===== src/rtl/seller_pkg.sv =====
// Shared types for the ticket seller output path: FSM states, hopper channels
// and the order in which channels are worked off.
package seller_pkg;

  typedef enum logic [2:0] {
    IDLE,
    SELECT,
    PULSE,
    WAIT_ACK,
    GAP,
    DONE
  } state_t;

  localparam int NUM_CH = 4;

  typedef enum logic [1:0] {
    CH_TKT,
    CH_TEN,
    CH_FIVE,
    CH_ONE
  } channel_t;

  // Tickets first, then change in descending denomination.
  localparam channel_t CH_ORDER [NUM_CH] = '{CH_TKT, CH_TEN, CH_FIVE, CH_ONE};

  // Highest-priority channel whose bit is set in nz; only meaningful when nz != 0.
  function automatic channel_t first_channel(input logic [NUM_CH-1:0] nz);
    channel_t sel;
    sel = CH_ORDER[NUM_CH-1];
    for (int i = NUM_CH - 1; i >= 0; i--) begin
      if (nz[CH_ORDER[i]]) sel = CH_ORDER[i];
    end
    return sel;
  endfunction

  function automatic logic [NUM_CH-1:0] channel_onehot(input channel_t ch);
    return NUM_CH'(1) << ch;
  endfunction

endpackage


===== src/rtl/pulse_timer.sv =====
// Loadable down-counter with a zero flag; shared by the pulse, gap and
// acknowledge-timeout intervals of the dispenser.
module pulse_timer #(
  parameter int W = 4
) (
  input  logic         clk,
  input  logic         rst_n,
  input  logic         load,
  input  logic [W-1:0] load_val,
  output logic         zero
);

  logic [W-1:0] cnt;

  // NOTE: sequential state uses non-blocking assignments so every register
  // samples the pre-edge values of the others, independent of block order.
  always_ff @(posedge clk or negedge rst_n) begin
    if (!rst_n) begin
      cnt <= '0;
    end else if (load) begin
      cnt <= load_val;
    end else if (cnt != '0) begin
      cnt <= cnt - W'(1);
    end
  end

  assign zero = (cnt == '0);

endmodule


===== src/rtl/seller_dispenser.sv =====
// Works off one dispense job item by item: drive pulse, wait for drop ack, gap.
// Optional acknowledge timeout with sticky fault: define SELLER_DISP_TIMEOUT_EN.
module seller_dispenser
  import seller_pkg::*;
#(
  parameter int CNT_W       = 4,
  parameter int PULSE_CYC   = 4,
  parameter int GAP_CYC     = 2,
  parameter int TIMEOUT_CYC = 64
) (
  input  logic             clk,
  input  logic             rst_n,
  input  logic             start,
  input  logic [CNT_W-1:0] ticket_in,
  input  logic [CNT_W-1:0] ten_in,
  input  logic [CNT_W-1:0] five_in,
  input  logic [CNT_W-1:0] one_in,
  input  logic             drop_ack,
  output logic             tkt_pulse,
  output logic             ten_pulse,
  output logic             five_pulse,
  output logic             one_pulse,
  output logic             busy,
  output logic             done,
  output logic             fault
);

  localparam int PG_MAX = (PULSE_CYC > GAP_CYC) ? PULSE_CYC : GAP_CYC;
`ifdef SELLER_DISP_TIMEOUT_EN
  localparam int TMR_MAX = (TIMEOUT_CYC > PG_MAX) ? TIMEOUT_CYC : PG_MAX;
`else
  localparam int TMR_MAX = PG_MAX;
`endif
  localparam int TMR_W = $clog2(TMR_MAX + 1);

  if (PULSE_CYC < 1 || GAP_CYC < 1 || TIMEOUT_CYC < 1) begin : g_bad_params
    $error("seller_dispenser: PULSE_CYC, GAP_CYC and TIMEOUT_CYC must be >= 1");
  end

  state_t             state;
  channel_t           ch;
  logic [CNT_W-1:0]   count [NUM_CH];
  logic [NUM_CH-1:0]  nz;
  logic [NUM_CH-1:0]  pulse;
  channel_t           next_ch;
  logic               tmr_load;
  logic [TMR_W-1:0]   tmr_val;
  logic               tmr_zero;

  always_comb begin
    for (int i = 0; i < NUM_CH; i++) nz[i] = (count[i] != '0);
  end

  assign next_ch = first_channel(nz);

  // NOTE: every signal written here gets a default first, so no path through
  // the case leaves it unassigned and no latch is inferred.
  always_comb begin
    tmr_load = 1'b0;
    tmr_val  = '0;
    case (state)
      SELECT: begin
        if (nz != '0) begin
          tmr_load = 1'b1;
          tmr_val  = TMR_W'(PULSE_CYC - 1);
        end
      end
`ifdef SELLER_DISP_TIMEOUT_EN
      PULSE: begin
        if (tmr_zero) begin
          tmr_load = 1'b1;
          tmr_val  = TMR_W'(TIMEOUT_CYC - 1);
        end
      end
`endif
      WAIT_ACK: begin
        if (drop_ack) begin
          tmr_load = 1'b1;
          tmr_val  = TMR_W'(GAP_CYC - 1);
        end
      end
      default: ;
    endcase
  end

  pulse_timer #(.W(TMR_W)) u_timer (
    .clk      (clk),
    .rst_n    (rst_n),
    .load     (tmr_load),
    .load_val (tmr_val),
    .zero     (tmr_zero)
  );

`ifdef SELLER_DISP_TIMEOUT_EN
  logic fault_q;
  assign fault = fault_q;
`else
  assign fault = 1'b0;
`endif

  // NOTE: the four job counts are only a handful of flops, so they are reset
  // along with the FSM; a large memory would normally be left unreset.
  always_ff @(posedge clk or negedge rst_n) begin
    if (!rst_n) begin
      state <= IDLE;
      ch    <= CH_TKT;
      pulse <= '0;
      busy  <= 1'b0;
      done  <= 1'b0;
      for (int i = 0; i < NUM_CH; i++) count[i] <= '0;
`ifdef SELLER_DISP_TIMEOUT_EN
      fault_q <= 1'b0;
`endif
    end else begin
      done <= 1'b0;
      case (state)
        IDLE: begin
          if (start) begin
            count[CH_TKT]  <= ticket_in;
            count[CH_TEN]  <= ten_in;
            count[CH_FIVE] <= five_in;
            count[CH_ONE]  <= one_in;
            busy           <= 1'b1;
            state          <= SELECT;
`ifdef SELLER_DISP_TIMEOUT_EN
            fault_q        <= 1'b0;
`endif
          end
        end
        SELECT: begin
          if (nz == '0) begin
            done  <= 1'b1;
            state <= DONE;
          end else begin
            ch    <= next_ch;
            pulse <= channel_onehot(next_ch);
            state <= PULSE;
          end
        end
        PULSE: begin
          if (tmr_zero) begin
            pulse <= '0;
            state <= WAIT_ACK;
          end
        end
        WAIT_ACK: begin
          if (drop_ack) begin
            count[ch] <= count[ch] - CNT_W'(1);
            state     <= GAP;
          end
`ifdef SELLER_DISP_TIMEOUT_EN
          else if (tmr_zero) begin
            // Hopper jammed or empty: abandon the rest of the job.
            for (int i = 0; i < NUM_CH; i++) count[i] <= '0;
            fault_q <= 1'b1;
            done    <= 1'b1;
            state   <= DONE;
          end
`endif
        end
        GAP: begin
          if (tmr_zero) state <= SELECT;
        end
        DONE: begin
          busy  <= 1'b0;
          state <= IDLE;
        end
        default: state <= IDLE;
      endcase
    end
  end

  assign tkt_pulse  = pulse[CH_TKT];
  assign ten_pulse  = pulse[CH_TEN];
  assign five_pulse = pulse[CH_FIVE];
  assign one_pulse  = pulse[CH_ONE];

endmodule


===== config.mk =====
export PLATFORM = sky130hd
export DESIGN_NAME = seller_dispenser
export DESIGN_NICKNAME = d
export VERILOG_FILES = /design/src/rtl/seller_pkg.sv /design/src/rtl/pulse_timer.sv /design/src/rtl/seller_dispenser.sv
export SDC_FILE = /design/constraint.sdc
export NUM_CORES = 1
export LEC_CHECK = 0
export CAP_MARGIN = 20
export CORE_ASPECT_RATIO = 1.1
export CORE_MARGIN = 2
export CORE_UTILIZATION = 50
export CTS_CLUSTER_DIAMETER = 120
export CTS_CLUSTER_SIZE = 12
export DETAILED_ROUTE_END_ITERATION = 6
export GPL_TIMING_DRIVEN = 0
export HOLD_SLACK_MARGIN = 0.03
export PLACE_DENSITY = 0.87
export REMOVE_ABC_BUFFERS = 1
export SLEW_MARGIN = 5
export SYNTH_ARGS = -nofsm -noshare
export SYNTH_HDL_FRONTEND = slang
export SYNTH_SLANG_ARGS = --single-unit

===== constraint.sdc =====
create_clock -name clk -period 3.1 [get_ports clk]
set_input_delay 0.31 -clock clk [delete_from_list [all_inputs] [get_ports clk]]
set_output_delay 0.31 -clock clk [all_outputs]
set_load 0.01 [all_outputs]

==> results of run 1 <==
## worst max path at each step
stage                            end               from  slack [ns]  depth (start not counted)
3_5_place_dp   count[14]$_DFFE_PN0P_              start        0.74                          6
2_1_floorplan  count[13]$_DFFE_PN0P_  ch[1]$_DFFE_PN0P_        1.17                          6
5_1_grt        count[13]$_DFFE_PN0P_  ch[1]$_DFFE_PN0P_        0.60                          6
3_3_place_gp    count[2]$_DFFE_PN0P_              start        0.49                          5
4_1_cts        count[13]$_DFFE_PN0P_  ch[1]$_DFFE_PN0P_        0.93                          6
6_report        count[3]$_DFFE_PN0P_  ch[1]$_DFFE_PN0P_        0.90                          4
## cell type report
cell class	count	area, µm²	share of cell area
multi-input combinational	144	943	0.443
sequential	30	751	0.353
timing repair buffer	27	273	0.128
tap	48	60.1	0.0282
clock buffer	7	55.1	0.0259
inverter	11	41.3	0.0194
clock inverter	1	5.00	0.00235
## per-stage QoR
stage,area [µm²],utilization
detailed placement,2070,0.611
global route,2130,0.629
finish,2130,0.629
floorplan,1740,-
CTS,2130,0.629
global placement,2050,0.604
## synth_stat cells (all sizes together), types with 3 or more instances
master   count
nand2       25
dfrtp       30
nand2b       3
buf          7
o2bb2ai      3
nor2b        4
or3          4
mux2         4
a21oi       16
nor3        11
clkbuf       3
o21ai       17
nor4         6
mux4         3
ha           3
inv         11
a22oi        4
a32oi        4
nor2        12
## where the power goes
part / total [W] / switching [W] / internal [W]
Clock: 0.000248 / 0.000138 / 0.000110
Sequential: 0.000799 / 0.000237 / 0.000563
Combinational: 0.00113 / 0.000623 / 0.000511
Total: 0.00218 / 0.000997 / 0.00118
## routing by layer
layer,up-vias,part of all wire,GRT usage
li1,756,-,-
met1,760,0.41,0.315
met2,74,0.49,0.363
met3,18,0.059,0.0544
met4,0,0.041,0.147
met5,-,0,0
## worst max-delay path, delay by kind of cell (launching register included)
family             cells  cell delay (ns)
and+or+nand+nor        1             0.56
DFF                    1             0.59
muxes                  1             0.66
AOI/OAI and AO/OA      2             0.33
## state kept, by name, indices dropped and copies added (netlist names)
register	cells
u_timer.cnt	3
pulse	4
ch	2
state	3
done	1
count	16
busy	1
## cell families after synthesis
logic type,Yosys count,synth area share
and+or+nand+nor,76,0.233
AOI/OAI and AO/OA,53,0.184
DFF,30,0.419
buffers and inverters,21,0.0538
muxes,9,0.0762
adders and majority gates,3,0.0210
xor gates and xnor gates,2,0.00979
other,1,0.00209
==> reports/metrics.yaml, run 1 <==
vias: 1608
yosysTopAreaCell: "dfrtp_1"
port_buffers: 25
critPathMaxFanout: 11
final_nets: 242
ys_types: 50
start_kind: "register"
core_mm2: 0.00339
die-area_mm2: 0.00408
postRouteWirelength_mm: 4.06
cp_slowest_stage_delay_ns: 0.66
firstDrtPassIters: 4
timing.rr.start: "ch[1]$_DFFE_PN0P_"
tightest_slew_ns: 0.807
viasPerCell: 6.00
fin_ws_ns: 0.902
hold_viol: 0
worstSetupPathType: "reg -> reg"
dieHeight_um: 66.8
avgSynthCellArea_um2: 9.18
pre_cts_slack_ns: 0.742
min_path_type: "in -> async"
hold_slack_ns: 0.323
netlist_area_mm2: 0.00179
tns_ns: 0
path_cells: "mux4_1 > nor3_1 > a32oi_1 > o21ai_1"
cp.required_ns: 3.38
ant_nets: 0
cap_violations: 0
synthFlopType: "dfrtp_1"
fp-row-count: 22
syn_inst: 195
final_cells: 268
path_clk_slew_ns: 0.09
synth_edf_count: 0
cts_hold_buf: 0
grt_pass1_wl_mm: 7.10
netlist.area_leader.share: 0.419
gp_congestion: 0.907
status: "completed"
final_cell_mix: "dfrtp_1, nand2_1, clkdlybuf4s50_1, a21oi_1, o21ai_0"
powerDensity_mw_per_mm2: 1020
slew_headroom: 0.460
yosysWarnings: 0
power.leakage_nw: 0.893
ctsLongestPathBuffers: 2
r2r_slack_ns: 0.90
grt_max_degree: 20
fin_crit_ns: 2.20
fin_crit_sh: 0.709
h-tree-depth: 2
async_reset_ff_frac: 1.00
rsz0062_at_grt: "no"
pin_count: 27
grtUsageTotal: 0.243
fin_worst_skew_ns: 0.00462
antenna_found_initial: 0
areaGrowthSynthToFinish_pct: 18.9
die_x_um: 61.1
grt_pass1_vias: 1542
dp_hpwl_mm: 3.03
gr-total-overflow: 0
cts_setup_buffers: 0
clockRootBuffer: "clkbuf_4"
setup_viol: 0
rr_worst_depth: 4
report.power.total_w: 0.00218
end_kind: "register"
clk_latency_ns: 0.34
cts_made_buffers: 5
cp.arrival_ns: 2.47
ys_ff_latch: 30
cts_tree: "yes"
start_util: 0.529
cts.sinks: 30
r2r-end: "count[3]$_DFFE_PN0P_"
final_common_cell: "dfrtp_1"
cp_slowest_cell: "mux4_1"
fillers: 291
yosysSeqAreaShare: 0.419
drt_iter0_drc: 78
wl_per_cell_um: 15.1
final_max_slew_viol_count: 0
antenna_cells: 0
cts_resized: 0
drive_gt1_frac: 0.105
fmax_ghz: 0.455
vdd_ir_drop_max_v: 0.000528
place_inst: 260
ys_top_cells_by_area: "dfrtp_1, nand2_1, a21oi_1"
drc: 0
No activity file was read; power rests on OpenSTA's default activity.
==> run 2, diff against run 1 <==
CORE_UTILIZATION = 48   (was 50)
clock period = 1.9 ns   (was 3.1 ns; I/O delays follow)
==> reports/metrics.yaml, run 2 (synthesis results as in run 1) <==
status: "finished with violations"
violations: "negative setup slack"
final_nets: 255
final_max_slew_viol_count: 0
fin_crit_sh: 1.00
grtUsageTotal: 0.235
report.power.total_w: 0.00437
cts.sinks: 30
areaGrowthSynthToFinish_pct: 32.6
fin_worst_skew_ns: 0.00464
start_kind: "register"
viasPerCell: 5.85
end_kind: "register"
clockRootBuffer: "clkbuf_8"
setup.worst_path.end: "count[11]$_DFFE_PN0P_"
firstDrtPassIters: 4
timing.rr.start: "ch[1]$_DFFE_PN0P_"
start_util: 0.498
clk_latency_ns: 0.29
vdd_ir_drop_max_v: 0.000882
path_clk_slew_ns: 0.06
grt_max_degree: 18
setup_viol: 2
cp_slowest_stage_delay_ns: 0.53
tns_ns: -0.0128
wl_per_cell_um: 17.3
cts_made_buffers: 5
vias: 1644
dieHeight_um: 68.1
grtUsageMet3: 0.0625
antenna_cells: 0
gp_congestion: 0.887
gr-usage-met2: 0.395
power.leakage_nw: 0.976
drt_iter0_drc: 164
worstSetupPathType: "reg -> reg"
startpoint: "ch[1]$_DFFE_PN0P_"
r2r-end: "count[11]$_DFFE_PN0P_"
die-area_mm2: 0.00424
dp_hpwl_mm: 3.04
cp_slowest_cell: "mux4_2"
port_buffers: 25
grt_use_met1: 0.273
cp.arrival_ns: 2.07
grt_pass1_vias: 1577
top_regs: "count (16), pulse (4)"
drc: 0
powerDensity_mw_per_mm2: 1840
antenna_found_initial: 0
tightest_slew_ns: 0.806
largest_reg_flops: 16
pin_count: 27
rr_worst_depth: 5
rsz0062_at_grt: "yes"
final_cell_mix: "dfrtp_1, nand2_1, clkdlybuf4s50_1, a21oi_1, buf_4"
hold_viol: 0
fin_crit_ns: 1.91
drive_gt1_frac: 0.234
r2r_slack_ns: -0.007
cts_tree: "yes"
min_path_type: "in -> async"
slew_headroom: 0.461
cts_hold_buf: 0
fmax_ghz: 0.524
cp.required_ns: 2.07
fp-row-count: 23
core_mm2: 0.00360
ctsLongestPathBuffers: 2
top_usage_layer: "met2"
gr-total-overflow: 0
fin_ws_ns: -0.00722
final_common_cell: "dfrtp_1"
critPathMaxFanout: 8
postRouteWirelength_mm: 4.85
h-tree-depth: 2
path_cells: "buf_12 > mux4_2 > or3_4 > a21oi_1 > o21ai_1"
die_x_um: 62.2
cap_violations: 0
utilization: 0.660
grt_pass1_wl_mm: 7.54
regMostFlops: "count"
ant_nets: 0
## run 2: repair_timing
item / CTS / global route
endpoints found under the setup margin: 21 / 16
pin swaps: 3 / 7
hold endpoints to repair: 0 / 0
buffers inserted: 12 / 2
resized for setup: 8 / 17
## run 2: stage by stage
| step | cell area, µm² | hold slack, ns | worst slack, ns | cells |
|---|---|---|---|---|
| finish | 2370 | 0.370 | -0.00722 | 281 |
| global route | 2370 | 0.444 | -0.0446 | 281 |
| CTS | 2300 | 0.394 | 0.0129 | 279 |
| detailed placement | 2060 | 0.498 | -0.525 | 261 |
| global placement | 2050 | 0.484 | -0.469 | 260 |
| floorplan | 1740 | -0.106 | -0.0279 | 185 |
## run 2: worst max-delay path, delay by kind of cell, from the launching register on
kind / cells / cell delay (ns)
compound gates: 2 / 0.23
buf+inv: 1 / 0.14
flops: 1 / 0.49
mux: 1 / 0.53
simple gates: 1 / 0.40
## run 2: where the power goes
part	internal [W]	switching (W)	leakage, nW
Clock	0.000279	0.000231	0.0431
Combinational	0.00121	0.00125	0.563
Sequential	0.000927	0.000471	0.370
Total	0.00242	0.00195	0.976
## run 2: how the worst min path moves through the flow
stage                               startpoint               endpoint  cells past startpoint
final                                    rst_n  count[15]$_DFFE_PN0P_                      1
after global routing                     rst_n         done$_DFF_PN0_                      1
after CTS                                rst_n       busy$_DFFE_PN0P_                      1
after detailed placement  pulse[1]$_DFFE_PN0P_   pulse[1]$_DFFE_PN0P_                      1
after global placement        busy$_DFFE_PN0P_       busy$_DFFE_PN0P_                      2
after floorplan                          rst_n       busy$_DFFE_PN0P_                      0
## run 2: layer usage
metal | part of all wire | up-vias
met5 | 0 | -
met4 | 0.036 | 0
met3 | 0.043 | 17
met2 | 0.50 | 59
met1 | 0.43 | 791
li1 | - | 777
## run 2: layout make-up
cell class	count	area, µm²
repair buffers	40	383
inverters	11	41.3
well taps	50	62.6
multi-input cells	144	1050
clock buffers	6	82.6
flip-flops and latches	30	754
fillers	277	1220
==> run 3, diff against run 2 <==
ABC_AREA = 1   (was not set)
CORE_UTILIZATION = 49   (was 48)
PLACE_DENSITY = 0.88   (was 0.87)
==> reports/metrics.yaml, run 3 <==
status: "completed"
clockRootBuffer: "clkbuf_8"
grt_use_met1: 0.242
firstDrtPassIters: 4
hold_viol: 0
final_nets: 298
die-area_mm2: 0.00426
path_cells: "nor2_4 > nand2_1 > nand2_1 > nor2_4 > ha_1 > nor3_1 > a21oi_1 > o21ai_0"
fin_crit_ns: 1.77
slew_headroom: 0.554
drt_iter0_drc: 103
viasPerCell: 5.21
fmax_ghz: 0.563
pin_count: 27
largest_reg_flops: 16
final_cell_mix: "nand2_1, dfrtp_1, nand3_1, clkdlybuf4s50_1, nor2_1"
grt_pass1_vias: 1608
vias: 1693
setup_viol: 0
syn_inst: 241
yosysSeqAreaShare: 0.408
die_x_um: 62.4
cp.required_ns: 2.11
pwr-share-comb: 0.567
yosysTopAreaCell: "dfrtp_1"
power.leakage_nw: 1.05
grt_pass1_wl_mm: 6.84
h-tree-depth: 2
grt_max_degree: 31
ys_ff_latch: 30
core_mm2: 0.00363
dp_hpwl_mm: 2.90
avgSynthCellArea_um2: 7.64
wl_per_cell_um: 12.7
regMostFlops: "count"
top_regs: "count (16), pulse (4)"
p_sw_frac: 0.494
ys_top_cells_by_area: "dfrtp_1, nand2_1, nand3_1"
cts_tree: "yes"
cap_violations: 0
antenna_found_initial: 0
gr-usage-met2: 0.366
final_max_slew_viol_count: 0
tightest_slew_ns: 0.669
areaGrowthSynthToFinish_pct: 22.5
critPathMaxFanout: 7
cts_made_buffers: 5
fp-row-count: 23
ys_top_cells_by_count: "nand2_1, dfrtp_1, nand3_1"
netlist_area_mm2: 0.00184
ctsLongestPathBuffers: 2
postRouteWirelength_mm: 4.13
cp_slowest_stage_delay_ns: 0.47
seq_area_um2: 753
ys_types: 36
fillers: 338
dieHeight_um: 68.3
worstSetupPathType: "reg -> reg"
cts.sinks: 30
gp_congestion: 0.888
drc: 0
ant_nets: 0
grtUsageTotal: 0.210
vdd_ir_drop_max_v: 0.00122
fin_crit_sh: 0.934
start_kind: "register"
power.share.clock: 0.121
clk_latency_ns: 0.29
utilization: 0.622
netlist.area_leader.share: 0.408
synthFlopType: "dfrtp_1"
async_reset_ff_frac: 1.00
yosysMostFrequentCell: "nand2_1"
drive_gt1_frac: 0.131
top_usage_layer: "met2"
tns_ns: 0
p_int_w: 0.00200
port_buffers: 25
fin_worst_skew_ns: 0.00580
hold_slack_ns: 0.471
cp.arrival_ns: 1.98
antenna_cells: 0
powerDensity_mw_per_mm2: 1750
synth_edf_count: 0
yosysWarnings: 0
gr-total-overflow: 0
min_path_type: "in -> async"
grtUsageMet3: 0.0559
end_kind: "register"
cp_slowest_cell: "dfrtp_2"
power.share.sequential: 0.312
start_util: 0.508
p_switching_w: 0.00195
path_clk_slew_ns: 0.06
final_common_cell: "nand2_1"
multi_input_area_um2: 977
[run 3: logic make-up (layout without fill, tap and decap cells)]
kind of cell | count (synthesis) | in the layout | share of synthesized area
AND/OR/NAND/NOR | 132 | 132 | 0.350
AO/OA/AOI/OAI | 45 | 45 | 0.145
flip-flops | 30 | 30 | 0.408
buffers and inverters | 28 | 62 | 0.0653
adder cells (fa/ha/maj) | 3 | 3 | 0.0204
XOR/XNOR | 2 | 2 | 0.00952
other | 1 | 1 | 0.00204
[run 3: critical path: cells and delay by family, from the launching register on]
kind                     cells  cell delay [ns]
AND/OR/NAND/NOR              5             0.67
adder cells (fa/ha/maj)      1             0.35
AO/OA/AOI/OAI                2             0.20
flip-flops                   1             0.47
[run 3: routing by layer]
layer | up-vias | wire length (µm)
met2 | 50 | 2090
met3 | 7 | 233
met1 | 761 | 1740
met5 | - | 0
li1 | 875 | -
met4 | 0 | 59
[run 3: layout make-up]
class / instances / area share
timing repair buffer: 32 / 0.132
sequential: 30 / 0.334
clock buffer: 7 / 0.0339
multi-input combinational: 183 / 0.433
tap: 50 / 0.0277
inverter: 23 / 0.0388
[run 3: repair_timing]
item / CTS / global route
endpoints found under the setup margin: 8 / 8
pin swaps: 0 / 1
hold buffers: 1 / 0
gates resized for setup: 4 / 0
setup buffers: 0 / 6
hold endpoints to repair: 30 / 0
cloned: 0 / 0
[run 3: path summary, 6_finish.rpt]
path | start | to | slack (ns) | cells after the start
worst min-delay path | rst_n | count[11]$_DFFE_PN0P_ | 0.47 | 2
max in group asynchronous | rst_n | ch[0]$_DFFE_PN0P_ | 0.96 | 2
worst max register to register | ch[1]$_DFFE_PN0P_ | count[5]$_DFFE_PN0P_ | 0.13 | 8
worst max-delay path | ch[1]$_DFFE_PN0P_ | count[5]$_DFFE_PN0P_ | 0.13 | 8
worst min register to register | pulse[0]$_DFFE_PN0P_ | pulse[0]$_DFFE_PN0P_ | 0.47 | 2
min in group clk | pulse[0]$_DFFE_PN0P_ | pulse[0]$_DFFE_PN0P_ | 0.47 | 2
[run 3: power by group through the flow]
stage | Clock, W | Sequential [W] | Combinational (W)
6_report | 0.000479 | 0.00123 | 0.00224
4_1_cts | 0.000490 | 0.00125 | 0.00207
2_1_floorplan | 0 | 0.00119 | 0.00158
3_5_place_dp | 0 | 0.00125 | 0.00204
5_1_grt | 0.000526 | 0.00127 | 0.00251
3_3_place_gp | 0 | 0.00123 | 0.00199
[run 3: through the flow]
stage	setup WS (ns)	instances	area, µm²	total power [W]
3_5_place_dp	-0.146	311	2120	0.00329
6_report	0.125	325	2250	0.00395
2_1_floorplan	0.121	236	1810	0.00276
4_1_cts	0.0289	319	2210	0.00381
5_1_grt	-0.00345	325	2250	0.00431
3_3_place_gp	-0.125	311	2120	0.00322
